[config.mk]
export PLATFORM = sky130hd
export DESIGN_NAME = uart_tx_buffered
export DESIGN_NICKNAME = d
export VERILOG_FILES = /design/src/rtl/uart_tx_buffered.sv
export SDC_FILE = /design/constraint.sdc
export NUM_CORES = 1
export LEC_CHECK = 0
export CAP_MARGIN = 40
export CORE_MARGIN = 10
export CORE_UTILIZATION = 45
export CTS_BUF_LIST = sky130_fd_sc_hd__clkbuf_8 sky130_fd_sc_hd__clkbuf_16
export DETAILED_ROUTE_END_ITERATION = 8
export PLACE_DENSITY = 0.67
export SKIP_LAST_GASP = 1
export SYNTH_ARGS = -nofsm -noshare
export SYNTH_HDL_FRONTEND = slang
export SYNTH_SLANG_ARGS = --single-unit
[constraint.sdc]
create_clock -name clk -period 3.8 [get_ports clk]
set_input_delay 0.95 -clock clk [delete_from_list [all_inputs] [get_ports clk]]
set_output_delay 0.95 -clock clk [all_outputs]
set_load 0.01 [all_outputs]
[src/rtl/uart_tx_buffered.sv]
// Buffered UART transmitter: byte FIFO feeding an 8N1-style serializer with
// configurable payload width and stop-bit count.
module uart_tx_buffered #(
  parameter int unsigned BIT_RATE     = 9600,
  parameter int unsigned CLK_HZ       = 50_000_000,
  parameter int unsigned PAYLOAD_BITS = 8,
  parameter int unsigned STOP_BITS    = 1,
  parameter int unsigned FIFO_DEPTH   = 16
) (
  input  logic                          clk,
  input  logic                          reset,
  input  logic                          tx_en,
  input  logic                          in_valid,
  input  logic [7:0]                    in_data,
  output logic                          in_ready,
  output logic                          uart_txd,
  output logic                          tx_busy,
  output logic [$clog2(FIFO_DEPTH):0]   fifo_count
);

  localparam int unsigned CPB = CLK_HZ / BIT_RATE;
  localparam int unsigned PW  = $clog2(FIFO_DEPTH);
  localparam int unsigned CW  = $clog2(CPB * STOP_BITS) + 1;
  localparam int unsigned BW  = (PAYLOAD_BITS > 1) ? $clog2(PAYLOAD_BITS) : 1;

  localparam logic [CW-1:0] BIT_LAST  = CW'(CPB - 1);
  localparam logic [CW-1:0] STOP_LAST = CW'(CPB * STOP_BITS - 1);
  localparam logic [BW-1:0] DATA_LAST = BW'(PAYLOAD_BITS - 1);
  localparam logic [PW:0]   CNT_FULL  = (PW+1)'(FIFO_DEPTH);

  typedef enum logic [1:0] {IDLE, START, DATA, STOP} state_t;

  logic [7:0]    mem [FIFO_DEPTH];
  logic [PW-1:0] wr_ptr, rd_ptr;
  logic          push, pop;

  state_t        state, state_n;
  logic [CW-1:0] cyc, cyc_n;
  logic [BW-1:0] bit_idx, bit_n;
  logic [7:0]    shift, shift_n;
  logic          txd, txd_n;

  assign in_ready = (fifo_count != CNT_FULL);
  assign push     = in_valid && in_ready && !reset;
  assign uart_txd = txd;
  assign tx_busy  = (state != IDLE);

  always_ff @(posedge clk) begin
    if (push) mem[wr_ptr] <= in_data;
  end

  always_ff @(posedge clk) begin
    if (reset) begin
      wr_ptr     <= '0;
      rd_ptr     <= '0;
      fifo_count <= '0;
    end else begin
      if (push) wr_ptr <= wr_ptr + 1'b1;
      if (pop)  rd_ptr <= rd_ptr + 1'b1;
      case ({push, pop})
        2'b10:   fifo_count <= fifo_count + 1'b1;
        2'b01:   fifo_count <= fifo_count - 1'b1;
        default: ;
      endcase
    end
  end

  always_ff @(posedge clk) begin
    if (reset) begin
      state   <= IDLE;
      cyc     <= '0;
      bit_idx <= '0;
      shift   <= '0;
      txd     <= 1'b1;
    end else begin
      state   <= state_n;
      cyc     <= cyc_n;
      bit_idx <= bit_n;
      shift   <= shift_n;
      txd     <= txd_n;
    end
  end

  // txd_n is the line level for the state being entered, so the registered
  // output lines up with the registered state.
  always_comb begin
    state_n = state;
    cyc_n   = cyc + 1'b1;
    bit_n   = bit_idx;
    shift_n = shift;
    txd_n   = txd;
    pop     = 1'b0;
    case (state)
      IDLE: begin
        cyc_n = '0;
        txd_n = 1'b1;
        if (tx_en && fifo_count != '0) begin
          pop     = 1'b1;
          shift_n = mem[rd_ptr];
          state_n = START;
          txd_n   = 1'b0;
        end
      end
      START: begin
        if (cyc == BIT_LAST) begin
          cyc_n   = '0;
          bit_n   = '0;
          state_n = DATA;
          txd_n   = shift[0];
        end
      end
      DATA: begin
        if (cyc == BIT_LAST) begin
          cyc_n = '0;
          if (bit_idx == DATA_LAST) begin
            state_n = STOP;
            txd_n   = 1'b1;
          end else begin
            bit_n   = bit_idx + 1'b1;
            shift_n = shift >> 1;
            txd_n   = shift[1];
          end
        end
      end
      STOP: begin
        if (cyc == STOP_LAST) begin
          cyc_n   = '0;
          state_n = IDLE;
          txd_n   = 1'b1;
        end
      end
      default: state_n = IDLE;
    endcase
  end

endmodule

[Yosys cells after proc, flatten, opt, wreduce, memory -nomap -nowiden]
Memory sizes are Yosys's and may differ from the RTL's. A register that Yosys moved wholly into a read port is not among the register bits.
Index checks and enable logic that the tools add are counted.
Word-level totals
  output and inout port bits: 8
  RAM bits: 128
  memories kept: 1
  flip-flop bits (word level): 41
  input port bits: 12
  word-level logic and storage cells: 73
Cells by class
  multiplexer cells: 29
  $add $sub $neg: 6
  equality and inequality tests: 14
  reduce and logical (&&, ||, !) cells: 15
Memory list
  mem: words 16, width 8, read ports 1, clocked after Yosys merged registers in 1, write ports 1, line 33  | logic [7:0] mem [FIFO_DEPTH];
Operators by type and width (number)
  $pmux 14 s2: 1
  $mux 8: 3
  $pmux 8 s2: 1
  $add 14x1->14 const B: 1
  $eq 14x13->1 const B: 1
  $mux 14: 1
  $ne 2x2->1 const B: 6
  $mux 2: 5
  $pmux 5 s2: 1
  $mux 1: 9
  $mux 3: 3
  $add 4x1->4 const B: 2
  $mux 4: 2
  $pmux 2 s4: 1
  $reduce_and 4->1: 2
  $reduce_bool 2->1: 4
  $eq 2x2->1 const B: 3
  $pmux 3 s2: 1
  $add 5x1->5 const B: 1
  $ne 5x5->1 const B: 1
  $reduce_and 5->1: 1
  $reduce_bool 5->1: 1
  $sub 5x1->5 const B: 1
  $eq 2x1->1 const B: 2
  8 further kinds: 10

[Depth between registers and ports, before layout]
  depth in word-level cells: 6
  gate-level depth with buffers: 12
  mapped depth without buffers: 11

[Worst setup path before layout]
OpenSTA, ideal clock, no wires.
  path kind: input -> register
  from: input port reset
  to: register fifo_count[4]
  path buffers: 2
  data arrival time: 3.137 ns
  setup slack: 0.540 ns
  setup time: 0.123 ns
  stages: 12
  required time: 3.677 ns
  cell sequence: buf_2 -> nand2b_1 -> a21oi_1 -> inv_1 -> ha_1 -> clkbuf_1 -> xor2_1 -> ha_1 -> o21ai_0 -> and3_2 -> a211oi_2 -> mux2_1
On the way
  word-level cells in the longest chain between the ends: 4
  elaborated cells on any way between the ends: 6
  those cells by class: 2 x eq/ne; 1 x mux; 3 x reduce/logical
RTL lines
  start, declared: line 11  | input logic reset,
  $logic_not 1->1: line 44  | assign push = in_valid && in_ready && !reset;
  $logic_and 1x1->1: line 44
  $eq 2x1->1 / $eq 2x2->1 (equally long branches): line 60  | case ({push, pop})
  $pmux 5 s2 / $reduce_bool 2->1 (equally long branches)
  end signal, assigned: line 61  | 2'b10: fifo_count <= fifo_count + 1'b1;
  end signal, assigned: line 62  | 2'b01: fifo_count <= fifo_count - 1'b1;
  end, declared: line 18  | output logic [$clog2(FIFO_DEPTH):0] fifo_count
Parallel ways exist; a longest one is shown, timed or not.
A chain may end at the register's enable or synchronous reset.

[Worst setup path in the final report]
  from: register fifo_count[1]
  to: register fifo_count[4]
On the way
  word-level cells in the longest chain between the ends: 6
  elaborated cells on any way between the ends: 13
  those cells by class: 2 x add/sub; 3 x eq/ne; 3 x mux; 5 x reduce/logical
RTL lines
  $reduce_bool 5->1 *: line 97  | if (tx_en && fifo_count != '0) begin
  $logic_and 1x1->1 *: line 97
  $mux 1 *: line 97
  $mux 1 *: line 93  | case (state)
  net pop: line 35  | logic push, pop;
  $eq 2x1->1 / $eq 2x2->1 (equally long branches): line 60
  $pmux 5 s2 / $reduce_bool 2->1 (equally long branches)
Mark *: on every way through the listed nets, which the timed path passes. The rest lies on a longest branch.

==> impl_metrics.ini <==
[status]
status = complete, no violations

[die]
die_y_microns = 145.7
ioPinCount = 20
core_area_sq_um = 15370
die_w_microns = 145.7
start_util = 0.4629
rows = 45
die_area_sq_um = 21240

[finish]
drive_gt1_frac = 0.2012
stdcell_count = 703
fill_cells = 1240
syn2layout_area_growth_pct = 14.75
n_antenna_cell = 0
utilization = 0.5312
final_design_area_no_fill_sq_um = 8165
fin_nets = 506

[pwr]
finalPower_mw = 4.688
irDropWorstVdd_mv = 0.3779
p_leak_nw = 2.700
p_per_area_nw_per_um2 = 574.2

[synthesis]
syn_area_sq_um = 7116
yosys_most_used_dff = edfxtp_1
syn_area_per_cell_sq_um = 15.92
yosysTopAreaCell = edfxtp_1
synth_area_leaders = edfxtp_1 54%, dfxtp_1 13%, mux4_2 13%
ys_seq_elements = 173
syn-num-nets = 474
synth_edf_count = 128
synthCells = 447
synthArstFlopShare = 0
ys_types = 50
synth.top_cell.area_share = 0.5402
yosysWarnings = 0
synth_common_cells = 128 x edfxtp_1, 47 x nor2_1, 45 x dfxtp_1, 40 x mux4_2, 18 x nand2_1
synth.yosys.seq_area_share = 0.6668
yosysMostFrequentCell = edfxtp_1

[worst_setup_path]
cp_data_required_time_ps = 4110
critical_path.max_fanout = 10
crit_type = flop to flop
slowest_delay_ps = 570
arrival_ps = 3380
cpMostUsedCell = ha_1
crit_slowest_cell = or4_4
end_kind = flop
cp-start-kind = flop
path_cells = or4_4 > o211ai_4 > inv_1 > ha_1 > ha_1 > nor2_1 > mux2_4 > a211oi_2 > mux2_1

[route]
post-route-drc-count = 0
drt-wirelength-per-cell_microns = 17.71
vias = 3731
firstDrtPassIters = 5
viasPerCell = 5.307
ant_nets = 0
routed_wl_microns = 12450
drt_iter0_drc = 347

[placed_design]
hpwl_microns = 8522
port_buffers = 19
place_ws_ps = 392.5
dpl-instance-area_sq_um = 7601
dp_cells = 671
gp_congestion = 0.8119

[timing]
slew_headroom = 0.4957
worst_slew_pin_slew_ps = 753.6
period_needed_ps = 3077
period_share = 0.8097
drv_slew = 0
final.setup.tns_ps = 0
setup_violations = 0
hold_slack_ps = 465.8
setup_slack_ps = 723.2
worst_clock_skew_ps = 14.04
hold_viol = 0
fmax_mhz = 325.0
rsz0062_at_grt = no

[clock_tree]
numCtsBuffers = 17
postCtsSetupRepairBufs = 0
cts_max_level = 4
path_clk_slew_ps = 60
cts_hold_buf = 0
tritoncts = done
cts_max_path_buffers = 2
root_buffer = clkbuf_16
clk_latency_ps = 430
cts_resized = 0
clkSinkCount = 173

[global_route]
antenna_found_initial = 0
track_usage = 0.1231
grt_max_degree = 33
gr-total-overflow = 0
grt_pass1_vias = 3812
grt_pass1_wl_microns = 20640

[min_path]
worstHoldPathType = flop to flop

[flow_run]
drv_cap = 0
==> cell usage in the layout (no fill, tap or decap), types with 2 or more instances in the layout <==
master           count
a211oi_1             2
a21oi_1             11
a221o_1              7
a22o_1               3
a22oi_1              3
and2_1               3
and4_1               2
buf_4               16
clkbuf_16           17
clkdlybuf4s50_1     19
clkinv_2             2
clkinvlp_4           3
dfxtp_1             44
edfxtp_1           128
ha_1                15
inv_1               14
inv_6                3
inv_8                3
mux2_2               2
mux2i_1              2
mux4_2              40
nand2_1             18
nand2b_1             3
nand3_1              4
nand4_1              5
nor2_1              47
nor2b_1              9
nor3_1               8
nor3b_1              3
o21ai_0              9
or3_1                5
xnor2_1              4
xor2_1              15
==> critical path, delay by kind of cell, from the launching register on <==
family | cells | cell delay, ps
simple gates | 2 | 630
flops | 1 | 400
fa+ha+maj | 2 | 680
buf+inv | 1 | 150
compound gates | 2 | 510
mux | 2 | 580
==> layer usage <==
metal / share of wire / vias to the layer above / track usage
met4: 0.0072 / 0 / 0.04247
met3: 0.053 / 7 / 0.04129
li1: - / 1780 / -
met2: 0.49 / 86 / 0.1918
met1: 0.45 / 1858 / 0.1574
met5: 0 / - / 0
==> final cells by class <==
type / instances / area (sq um) / share of cell area
Sequential cell: 173 / 4746 / 0.5812
Clock inverter: 15 / 138.9 / 0.01701
Tap cell: 211 / 264.0 / 0.03233
Clock buffer: 17 / 425.4 / 0.05210
Inverter: 12 / 45.04 / 0.005516
Multi-Input combinational cell: 239 / 2216 / 0.2714
Timing Repair Buffer: 36 / 330.3 / 0.04045
==> worst paths after layout <==
path | start | end | slack [ps] | depth (start not counted)
hold / removal | cyc[0] | cyc[0] | 470 | 1
hold reg to reg | cyc[0] | cyc[0] | 470 | 1
setup reg to reg | fifo_count[1] | fifo_count[4] | 720 | 9
setup / recovery | fifo_count[1] | fifo_count[4] | 720 | 9
==> kinds of logic (layout without fill, tap and decap cells) <==
logic type | count (synthesis) | after routing | synth area share
DFF | 173 | 173 | 0.6668
muxes | 46 | 46 | 0.1363
buffers and inverters | 35 | 80 | 0.02180
xor gates and xnor gates | 19 | 19 | 0.02339
adders and majority gates | 15 | 15 | 0.02638
AOI/OAI and AO/OA | 42 | 42 | 0.04326
and+or+nand+nor | 117 | 117 | 0.08212
==> flip-flops by register name (all words and copies together) (netlist names), named ones only <==
register,flops
mem,128
shift,8
cyc,14
rd_ptr,4
bit_idx,3
fifo_count,5
wr_ptr,4
uart_txd,1
state,2
==> power by group <==
group	internal, mW	leakage [nW]	switching (mW)
logic	0.407	0.903	0.394
registers	2.13	1.52	0.111
clock network	0.914	0.278	0.736
Power figures use the tool's default switching activity.
